File: config.mk
export PLATFORM = sky130hd
export DESIGN_NAME = mmio_bus_bridge
export DESIGN_NICKNAME = d
export VERILOG_FILES = /design/src/rtl/mmio_pkg.sv /design/src/rtl/mmio_tx_fifo.sv /design/src/rtl/mmio_bus_bridge.sv
export SDC_FILE = /design/constraint.sdc
export NUM_CORES = 1
export LEC_CHECK = 0
export CELL_PAD_IN_SITES_DETAIL_PLACEMENT = 0
export CELL_PAD_IN_SITES_GLOBAL_PLACEMENT = 1
export CORE_MARGIN = 1
export CORE_UTILIZATION = 40
export DETAILED_ROUTE_END_ITERATION = 12
export PLACE_DENSITY_LB_ADDON = 0.1
export REMOVE_ABC_BUFFERS = 1
export SYNTH_ARGS = -nofsm -noshare
export SYNTH_HDL_FRONTEND = slang
export SYNTH_HIERARCHICAL = 1
export SYNTH_SLANG_ARGS = --single-unit
File: constraint.sdc
create_clock -name clk -period 6 [get_ports clk]
set_input_delay 0.6 -clock clk [delete_from_list [all_inputs] [get_ports clk]]
set_output_delay 0.6 -clock clk [all_outputs]
set_load 0.05 [all_outputs]
File: src/rtl/mmio_pkg.sv
// Shared constants for the MMIO bus bridge: register offsets inside the I/O window
// and bit positions of the STATUS register.
package mmio_pkg;

  localparam int IO_WINDOW = 8;

  localparam logic [2:0] OFS_LED  = 3'd0;
  localparam logic [2:0] OFS_SW   = 3'd1;
  localparam logic [2:0] OFS_TX   = 3'd2;
  localparam logic [2:0] OFS_STAT = 3'd3;
  localparam logic [2:0] OFS_CMP  = 3'd4;
  localparam logic [2:0] OFS_CNT  = 3'd5;

  localparam int STAT_EMPTY   = 0;
  localparam int STAT_FULL    = 1;
  localparam int STAT_TFLAG   = 2;
  localparam int STAT_OVF     = 3;
  localparam int STAT_CNT_LSB = 4;
  localparam int STAT_CNT_W   = 3;

endpackage

File: src/rtl/mmio_tx_fifo.sv
// Circular-buffer byte FIFO for the bridge's TX egress; DEPTH must be a power of two
// so the pointers wrap for free.
module mmio_tx_fifo #(
  parameter int DEPTH = 4,
  parameter int WIDTH = 8,
  localparam int AW = $clog2(DEPTH),
  localparam int CW = AW + 1
) (
  input  logic             clk,
  input  logic             reset,
  input  logic             i_push,
  input  logic [WIDTH-1:0] i_data,
  input  logic             i_pop,
  output logic [WIDTH-1:0] o_data,
  output logic             o_empty,
  output logic             o_full,
  output logic [CW-1:0]    o_count,
  output logic             o_accept
);

  logic [WIDTH-1:0] r_mem [DEPTH];
  logic [AW-1:0]    r_wrPtr;
  logic [AW-1:0]    r_rdPtr;
  logic [CW-1:0]    r_count;
  logic             w_pop;

  assign o_empty  = (r_count == '0);
  assign o_full   = (r_count == CW'(DEPTH));
  assign o_count  = r_count;
  assign o_data   = r_mem[r_rdPtr];
  assign w_pop    = i_pop & ~o_empty;
  // A pop in the same cycle frees the slot the push needs, so a full FIFO still accepts.
  assign o_accept = i_push & (~o_full | w_pop);

  always_ff @(posedge clk) begin
    if (reset) begin
      r_wrPtr <= '0;
      r_rdPtr <= '0;
      r_count <= '0;
    end else begin
      if (o_accept) r_wrPtr <= r_wrPtr + AW'(1);
      if (w_pop)    r_rdPtr <= r_rdPtr + AW'(1);
      if (o_accept && !w_pop)      r_count <= r_count + CW'(1);
      else if (w_pop && !o_accept) r_count <= r_count - CW'(1);
    end
  end

  always_ff @(posedge clk) begin
    if (o_accept) r_mem[r_wrPtr] <= i_data;
  end

endmodule

File: src/rtl/mmio_bus_bridge.sv
// Splits CPU accesses between block RAM and an 8-register I/O window (LED, switches,
// TX FIFO, status, timer). Define MMIO_TIMER_IRQ_EN to build the compare timer and irq.
module mmio_bus_bridge
  import mmio_pkg::*;
#(
  parameter int               WIDTH      = 16,
  parameter logic [WIDTH-1:0] IO_BASE    = 16'hCFFD,
  parameter int               LED_WIDTH  = 10,
  parameter int               SW_WIDTH   = 10,
  parameter int               FIFO_DEPTH = 4
) (
  input  logic                 clk,
  input  logic                 reset,
  input  logic [WIDTH-1:0]     cpu_adr,
  input  logic [WIDTH-1:0]     cpu_wdata,
  input  logic                 cpu_we,
  output logic [WIDTH-1:0]     cpu_rdata,
  output logic                 ram_we,
  input  logic [WIDTH-1:0]     ram_rdata,
  input  logic [SW_WIDTH-1:0]  sw_in,
  output logic [LED_WIDTH-1:0] led_out,
  output logic [7:0]           tx_data,
  output logic                 tx_valid,
  input  logic                 tx_ready,
  output logic                 irq
);

  localparam int CW = $clog2(FIFO_DEPTH) + 1;
  localparam logic [WIDTH:0] IO_FIRST = {1'b0, IO_BASE};
  localparam logic [WIDTH:0] IO_LAST  = IO_FIRST + (WIDTH+1)'(IO_WINDOW - 1);

  logic                 w_ioHit;
  logic [2:0]           w_ofs;
  logic                 w_ioWe;
  logic                 w_push;
  logic                 w_pop;
  logic                 w_accept;
  logic                 w_empty;
  logic                 w_full;
  logic [CW-1:0]        w_count;
  logic                 w_tflag;
  logic [WIDTH-1:0]     w_ioRdata;
  logic                 r_sel;
  logic [WIDTH-1:0]     r_ioRdata;
  logic [LED_WIDTH-1:0] r_led;
  logic [SW_WIDTH-1:0]  r_sw1;
  logic [SW_WIDTH-1:0]  r_sw2;
  logic                 r_ovf;

  // Extra top bit keeps the window compare correct even if IO_BASE sits near the top.
  assign w_ioHit = ({1'b0, cpu_adr} >= IO_FIRST) && ({1'b0, cpu_adr} <= IO_LAST);
  assign w_ofs   = cpu_adr[2:0] - IO_BASE[2:0];
  assign w_ioWe  = cpu_we & w_ioHit;
  assign ram_we  = cpu_we & ~w_ioHit;

  assign w_push   = w_ioWe && (w_ofs == OFS_TX);
  assign w_pop    = tx_valid & tx_ready;
  assign tx_valid = ~w_empty;
  assign led_out  = r_led;

  mmio_tx_fifo #(.DEPTH(FIFO_DEPTH), .WIDTH(8)) u_txFifo (
    .clk      (clk),
    .reset    (reset),
    .i_push   (w_push),
    .i_data   (cpu_wdata[7:0]),
    .i_pop    (w_pop),
    .o_data   (tx_data),
    .o_empty  (w_empty),
    .o_full   (w_full),
    .o_count  (w_count),
    .o_accept (w_accept)
  );

  always_ff @(posedge clk) begin
    if (reset) begin
      r_led <= '0;
      r_sw1 <= '0;
      r_sw2 <= '0;
      r_ovf <= 1'b0;
    end else begin
      r_sw1 <= sw_in;
      r_sw2 <= r_sw1;
      if (w_ioWe && (w_ofs == OFS_LED)) r_led <= cpu_wdata[LED_WIDTH-1:0];
      if (w_ioWe && (w_ofs == OFS_STAT)) r_ovf <= 1'b0;
      else if (w_push && !w_accept)      r_ovf <= 1'b1;
    end
  end

`ifdef MMIO_TIMER_IRQ_EN
  logic [WIDTH-1:0] r_cmp;
  logic [WIDTH-1:0] r_cnt;
  logic             r_tflag;
  logic             w_match;

  assign w_match = (r_cmp != '0) && (r_cnt == r_cmp);
  assign w_tflag = r_tflag;
  assign irq     = r_tflag;

  // A compare match sets the flag even when TIMER_CNT is written in the same cycle.
  always_ff @(posedge clk) begin
    if (reset) begin
      r_cmp   <= '0;
      r_cnt   <= '0;
      r_tflag <= 1'b0;
    end else begin
      if (w_ioWe && (w_ofs == OFS_CMP)) begin
        r_cmp <= cpu_wdata;
        r_cnt <= '0;
      end else if (r_cmp == '0 || w_match) begin
        r_cnt <= '0;
      end else begin
        r_cnt <= r_cnt + WIDTH'(1);
      end
      if (w_match)                           r_tflag <= 1'b1;
      else if (w_ioWe && (w_ofs == OFS_CNT)) r_tflag <= 1'b0;
    end
  end
`else
  assign w_tflag = 1'b0;
  assign irq     = 1'b0;
`endif

  always_comb begin
    w_ioRdata = '0;
    case (w_ofs)
      OFS_LED: w_ioRdata[LED_WIDTH-1:0] = r_led;
      OFS_SW:  w_ioRdata[SW_WIDTH-1:0]  = r_sw2;
      OFS_STAT: begin
        w_ioRdata[STAT_EMPTY] = w_empty;
        w_ioRdata[STAT_FULL]  = w_full;
        w_ioRdata[STAT_TFLAG] = w_tflag;
        w_ioRdata[STAT_OVF]   = r_ovf;
        w_ioRdata[STAT_CNT_LSB +: STAT_CNT_W] = STAT_CNT_W'(w_count);
      end
`ifdef MMIO_TIMER_IRQ_EN
      OFS_CMP: w_ioRdata = r_cmp;
      OFS_CNT: w_ioRdata = r_cnt;
`endif
      default: w_ioRdata = '0;
    endcase
  end

  // I/O reads are registered so they line up with the RAM's 1-cycle read latency.
  always_ff @(posedge clk) begin
    if (reset) begin
      r_sel     <= 1'b0;
      r_ioRdata <= '0;
    end else begin
      r_sel     <= w_ioHit;
      r_ioRdata <= w_ioRdata;
    end
  end

  assign cpu_rdata = r_sel ? r_ioRdata : ram_rdata;

endmodule
* Yosys cells after proc, flatten, opt, wreduce, memory -nomap -nowiden
Memory sizes are Yosys's and may differ from the RTL's. A register that Yosys moved wholly into a read port is not among the register bits. Cells that the tools add are included.
Storage, ports and cells: RAM bits 32, output and inout bits 37, input port bits 62, word-level logic and storage cells 53, memories kept 1, register bits after elaboration 55
Memory list:
- u_txFifo.r_mem | words 4, bits a word 8, rd ports 1, clocked after Yosys merged registers in 1, wr ports 1, RTL line mmio_tx_fifo.sv:21 | logic [WIDTH-1:0] r_mem [DEPTH];
Cells by class: $lt $le $gt $ge 2, bitwise operators 9, reductions and logical operators 13, muxes and demuxes 9, equal/unequal tests 4, add/sub/neg operators 5
Operators by type and width (count):
- $pmux 7 s3 | 1
- $ge 16x16->1 const B | 1
- $le 16x16->1 const B | 1
- $mux 16 | 1
- $logic_and 1x1->1 | 7
- $eq 3x2->1 const B | 2
- $logic_not 3->1 | 2
- $mux 3 | 2
- $pmux 3 s2 | 1
- $and 1x1->1 | 5
- $add 2x1->2 const B | 2
- $mux 2 | 2
- $add 3x1->3 const B | 1
- $eq 3x1->1 const B | 1
- $eq 3x3->1 const B | 1
- $not 1->1 | 3
- $sub 3x1->3 const B | 1
- $sub 3x3->3 const B | 1
- $logic_not 1->1 | 2
- $mux 1 | 2
- $reduce_bool 2->1 | 1
- $reduce_or 2->1 | 1
- $or 1x1->1 | 1

* Depth between registers and ports, before layout
depth in word-level cells 10, gate-level depth with buffers 11, mapped depth without buffers 11

* Hierarchy
The synthesis kept the hierarchy.
Modules (own cells, without submodules):
- mmio_bus_bridge | area each 1717.9 µm², sequential area each 840.8 µm², instances 1, cells each 172
- mmio_tx_fifo | area each 1632.8 µm², sequential area each 1141.1 µm², instances 1, cells each 90

* Worst setup path after synthesis
OpenSTA, ideal clock, no wires.
kind input-to-reg, start input cpu_adr[0], end register u_txFifo.r_count[2], in the netlist u_txFifo/o_count[2], setup time 0.070 ns, required time 5.930 ns, data arrival time 2.919 ns, cell stages on the path 11, path buffers 0, path slack 3.011 ns, cells stage by stage nor2_1 -> ha_1 -> and3b_1 -> o2111a_1 -> a21boi_2 -> ha_1 -> inv_1 -> fa_1 -> xor2_1 -> or3_2 -> a21oi_1
Between the ends: longest elaborated chain between the ends 8, elaborated cells between the ends (all ways) 13, classes of those cells add/sub: 1; order compare: 2; eq/ne: 1; mux: 1; bitwise: 2; reduce/logical: 6
Ends and longest elaborated chain:
- start, declared | RTL line mmio_bus_bridge.sv:14 | input logic [WIDTH-1:0] cpu_adr,
- $ge 16x16->1 or $le 16x16->1 (tied branches) | RTL line mmio_bus_bridge.sv:51 | assign w_ioHit = ({1'b0, cpu_adr} >= IO_FIRST) && ({1'b0, cpu_adr} <= IO_LAST);
- $logic_and 1x1->1 | RTL line mmio_bus_bridge.sv:51
- $and 1x1->1 | RTL line mmio_bus_bridge.sv:53 | assign w_ioWe = cpu_we & w_ioHit;
- $logic_and 1x1->1 * | RTL line mmio_bus_bridge.sv:56 | assign w_push = w_ioWe && (w_ofs == OFS_TX);
- net w_push | RTL line mmio_bus_bridge.sv:35 | logic w_push;
- $and 1x1->1 * | RTL line mmio_tx_fifo.sv:33 | assign o_accept = i_push & (~o_full | w_pop);
- net w_accept | RTL line mmio_bus_bridge.sv:37 | logic w_accept;
- $logic_not 1->1 | RTL line mmio_tx_fifo.sv:44 | else if (w_pop && !o_accept) r_count <= r_count - CW'(1);
- $logic_and 1x1->1 | RTL line mmio_tx_fifo.sv:44
- $reduce_bool 2->1 (no source line)
- end signal, assigned | RTL line mmio_tx_fifo.sv:43 | if (o_accept && !w_pop) r_count <= r_count + CW'(1);
- end signal, assigned | RTL line mmio_tx_fifo.sv:44
- end, declared | RTL line mmio_tx_fifo.sv:24 | logic [CW-1:0] r_count;
The timed path passes the listed nets; every way through them passes the cells marked *. A chain may end at the register's enable or synchronous reset.

* Worst setup path in the final report
Ends and elaborated chain as after synthesis.

==> impl_metrics.json <==
{
  "outcome": "finished, final reports clean",
  "fmax_ghz": 0.291,
  "cts_buffer_depth": 2,
  "cp.depth": 12,
  "r2r_start": "u_txFifo/o_count[0]",
  "area_growth_pct": 35.1,
  "finalWirelength_mm": 6.68,
  "dieArea_mm2": 0.00875,
  "critical_path.slowest_cell": "clkdlybuf4s50_1",
  "cpMostUsedCell": "ha_1",
  "numPortBuffers": 91,
  "fp.coreArea_mm2": 0.00818,
  "rr_worst_depth": 10,
  "post_dp_cell_area_mm2": 0.00434,
  "synthArstFlopShare": 0,
  "hold_viol": 0,
  "drtPass1Iterations": 4,
  "end_kind": "flip-flop",
  "cts_setup_buffers": 0,
  "synth.avg_cell_area_um2": 12.8,
  "grt_pass1_vias": 2102,
  "p_leak_nw": 1.61,
  "dp_slack_ps": 2200,
  "crit_buf_inv": 2,
  "ys_types": 45,
  "finalClockSkew_ps": 9.39,
  "htree_levels": 3,
  "synth_top_area_cell": "dfxtp_1",
  "fp-row-count": 33,
  "holdBufCountCts": 0,
  "setup_viol_count_final": 0,
  "setup_tns_ps": 0,
  "peakVddDrop_uv": 127,
  "crit_path_start": "cpu_adr[0]",
  "clk_pin_slew_ps": 90,
  "finalWorstSetupSlack_ps": 2560,
  "clock-sinks": 83,
  "r2r-end": "u_txFifo/o_count[2]",
  "p_per_area_mw_per_mm2": 240,
  "synth_area_mm2": 0.00335,
  "drt_iter0_drc": 117,
  "routed_via_density": 4.83,
  "drc_errors": 0,
  "insertion_delay_ps": 350,
  "post_drt_wl_per_cell_um": 14.5,
  "slew_violations": 0,
  "synth_seq_area_share": 0.591,
  "gp_congestion": 0.738,
  "layout_commonest_cell": "clkdlybuf4s50_1",
  "rrSetupSlack_ps": 3210,
  "antenna_cells": 0,
  "cap_violations": 0,
  "antenna_left": 0,
  "rsz0062_at_grt": "no",
  "min_from": "r_sw1[4]",
  "grt_use_total": 0.164,
  "slew_headroom": 0.484,
  "mostFrequentLayoutCells": "clkdlybuf4s50_1, dfxtp_1, edfxtp_1",
  "synth-main-ff-cell": "dfxtp_1",
  "finalCritPeriodShare": 0.573,
  "clock_tree.root_cell": "clkbuf_8",
  "overflow": 0,
  "grt_max_degree": 38,
  "vias": 2230,
  "yosysTopAreaCellShare": 0.305,
  "synth_area_leaders": "dfxtp_1, edfxtp_1, mux4_2, nor2b_1, mux2i_1",
  "worstSetupPathType": "input port to flip-flop",
  "path_cells": "clkdlybuf4s50_1 > nor2_1 > ha_1 > and3b_1 > o2111a_1 > a21boi_2 > ha_1 > inv_1 > fa_1 > xor2_1 > or3_2 > a21oi_1",
  "p_total_mw": 1.09,
  "whs_ps": 434,
  "crit_path_max_incr_delay_ps": 530,
  "synth_seq_cells": 83,
  "path_max_fanout": 8,
  "finalInstanceArea_mm2": 0.00453,
  "dieHeight_um": 93.5,
  "grt_pass1_wl_mm": 10.7,
  "path_delay_family": "adder cells",
  "ctsResizeCount": 0,
  "ys_warn_count": 6,
  "synth-edff-count": 32,
  "crit_end": "u_txFifo/o_count[2]",
  "antenna_found_initial": 0,
  "start_kind": "input port",
  "syn-instance-count": 262,
  "finalNetCount": 421,
  "cts_buffers": 9,
  "cts_tree": "yes",
  "period_needed_ps": 3440,
  "critPathRequiredTime_ps": 6280,
  "drive_above_1_share": 0.129,
  "die_x_um": 93.5,
  "start_util": 0.410,
  "hp-class": "flip-flop to flip-flop",
  "ioPinCount": 99,
  "cp_data_arrival_time_ps": 3720,
  "tightestPinTransition_ps": 768,
  "place.detailed.hpwl_mm": 4.67
}
-- report_power, final --
part | internal, mW | switching, mW | leakage [nW]
clock network | 0.194 | 0.198 | 0.0862
registers | 0.590 | 0.00140 | 0.703
logic | 0.0533 | 0.0505 | 0.816
total | 0.838 | 0.250 | 1.61
-- registers in the layout, summed over array words and instances, names as in the netlist, named ones only --
| name | count |
|---|---|
| u_txFifo/r_mem | 32 |
| led_out | 10 |
| r_ioRdata | 10 |
| r_sw1 | 10 |
| r_sw2 | 10 |
| u_txFifo/o_count | 3 |
| u_txFifo/r_rdPtr | 2 |
| u_txFifo/r_wrPtr | 2 |
| r_ovf | 1 |
| r_sel | 1 |
-- cells by family after synthesis --
logic type      share of synthesized area
simple gates                        0.149
flops                               0.591
mux                                 0.128
compound gates                     0.0586
buf+inv                            0.0329
fa+ha+maj                          0.0284
xor+xnor                           0.0105
other cells                       0.00112
-- through the flow --
step | instances | utilization
finish | 462 | 0.554
global route | 462 | 0.554
CTS | 462 | 0.554
detailed placement | 446 | 0.530
global placement | 446 | 0.530
floorplan | 247 | -
-- Yosys cell counts, drive strengths merged, types with 2 or more instances --
master,number
mux2,11
a22oi,4
inv,8
nand2b,2
xor2,4
o2111a,3
nor2b,28
and2,5
nand2,22
nor2,21
nor3b,3
ha,6
mux2i,12
clkbuf,9
edfxtp,32
mux4,8
dfxtp,51
a222oi,6
nor4,2
o21ai,3
buf,6
o31ai,2
-- worst min path at each step --
stage	to	slack [ps]	depth (start not counted)
after floorplan	r_sw2[0]	410	1
after global routing	r_sw2[3]	460	1
after CTS	r_sw2[4]	440	1
final	r_sw2[4]	430	1
after global placement	r_sw2[3]	420	1
after detailed placement	r_sw2[1]	420	1
-- cell type report --
class	instances	area [um^2]
multi-input combinational	156	1260
sequential	83	1980
fill	703	3650
inverter	8	30.0
timing repair buffer	94	933
clock inverter	5	61.3
clock buffer	11	131
tap	105	131
-- routing by layer --
layer  share of wire  global-route usage  up-vias
met5               0                   0        -
met4           0.013              0.0615        0
met3           0.059              0.0431        8
met2            0.47               0.265       60
met1            0.46               0.211     1051
li1                -                   -     1111
(Power assumes the default switching activity.)
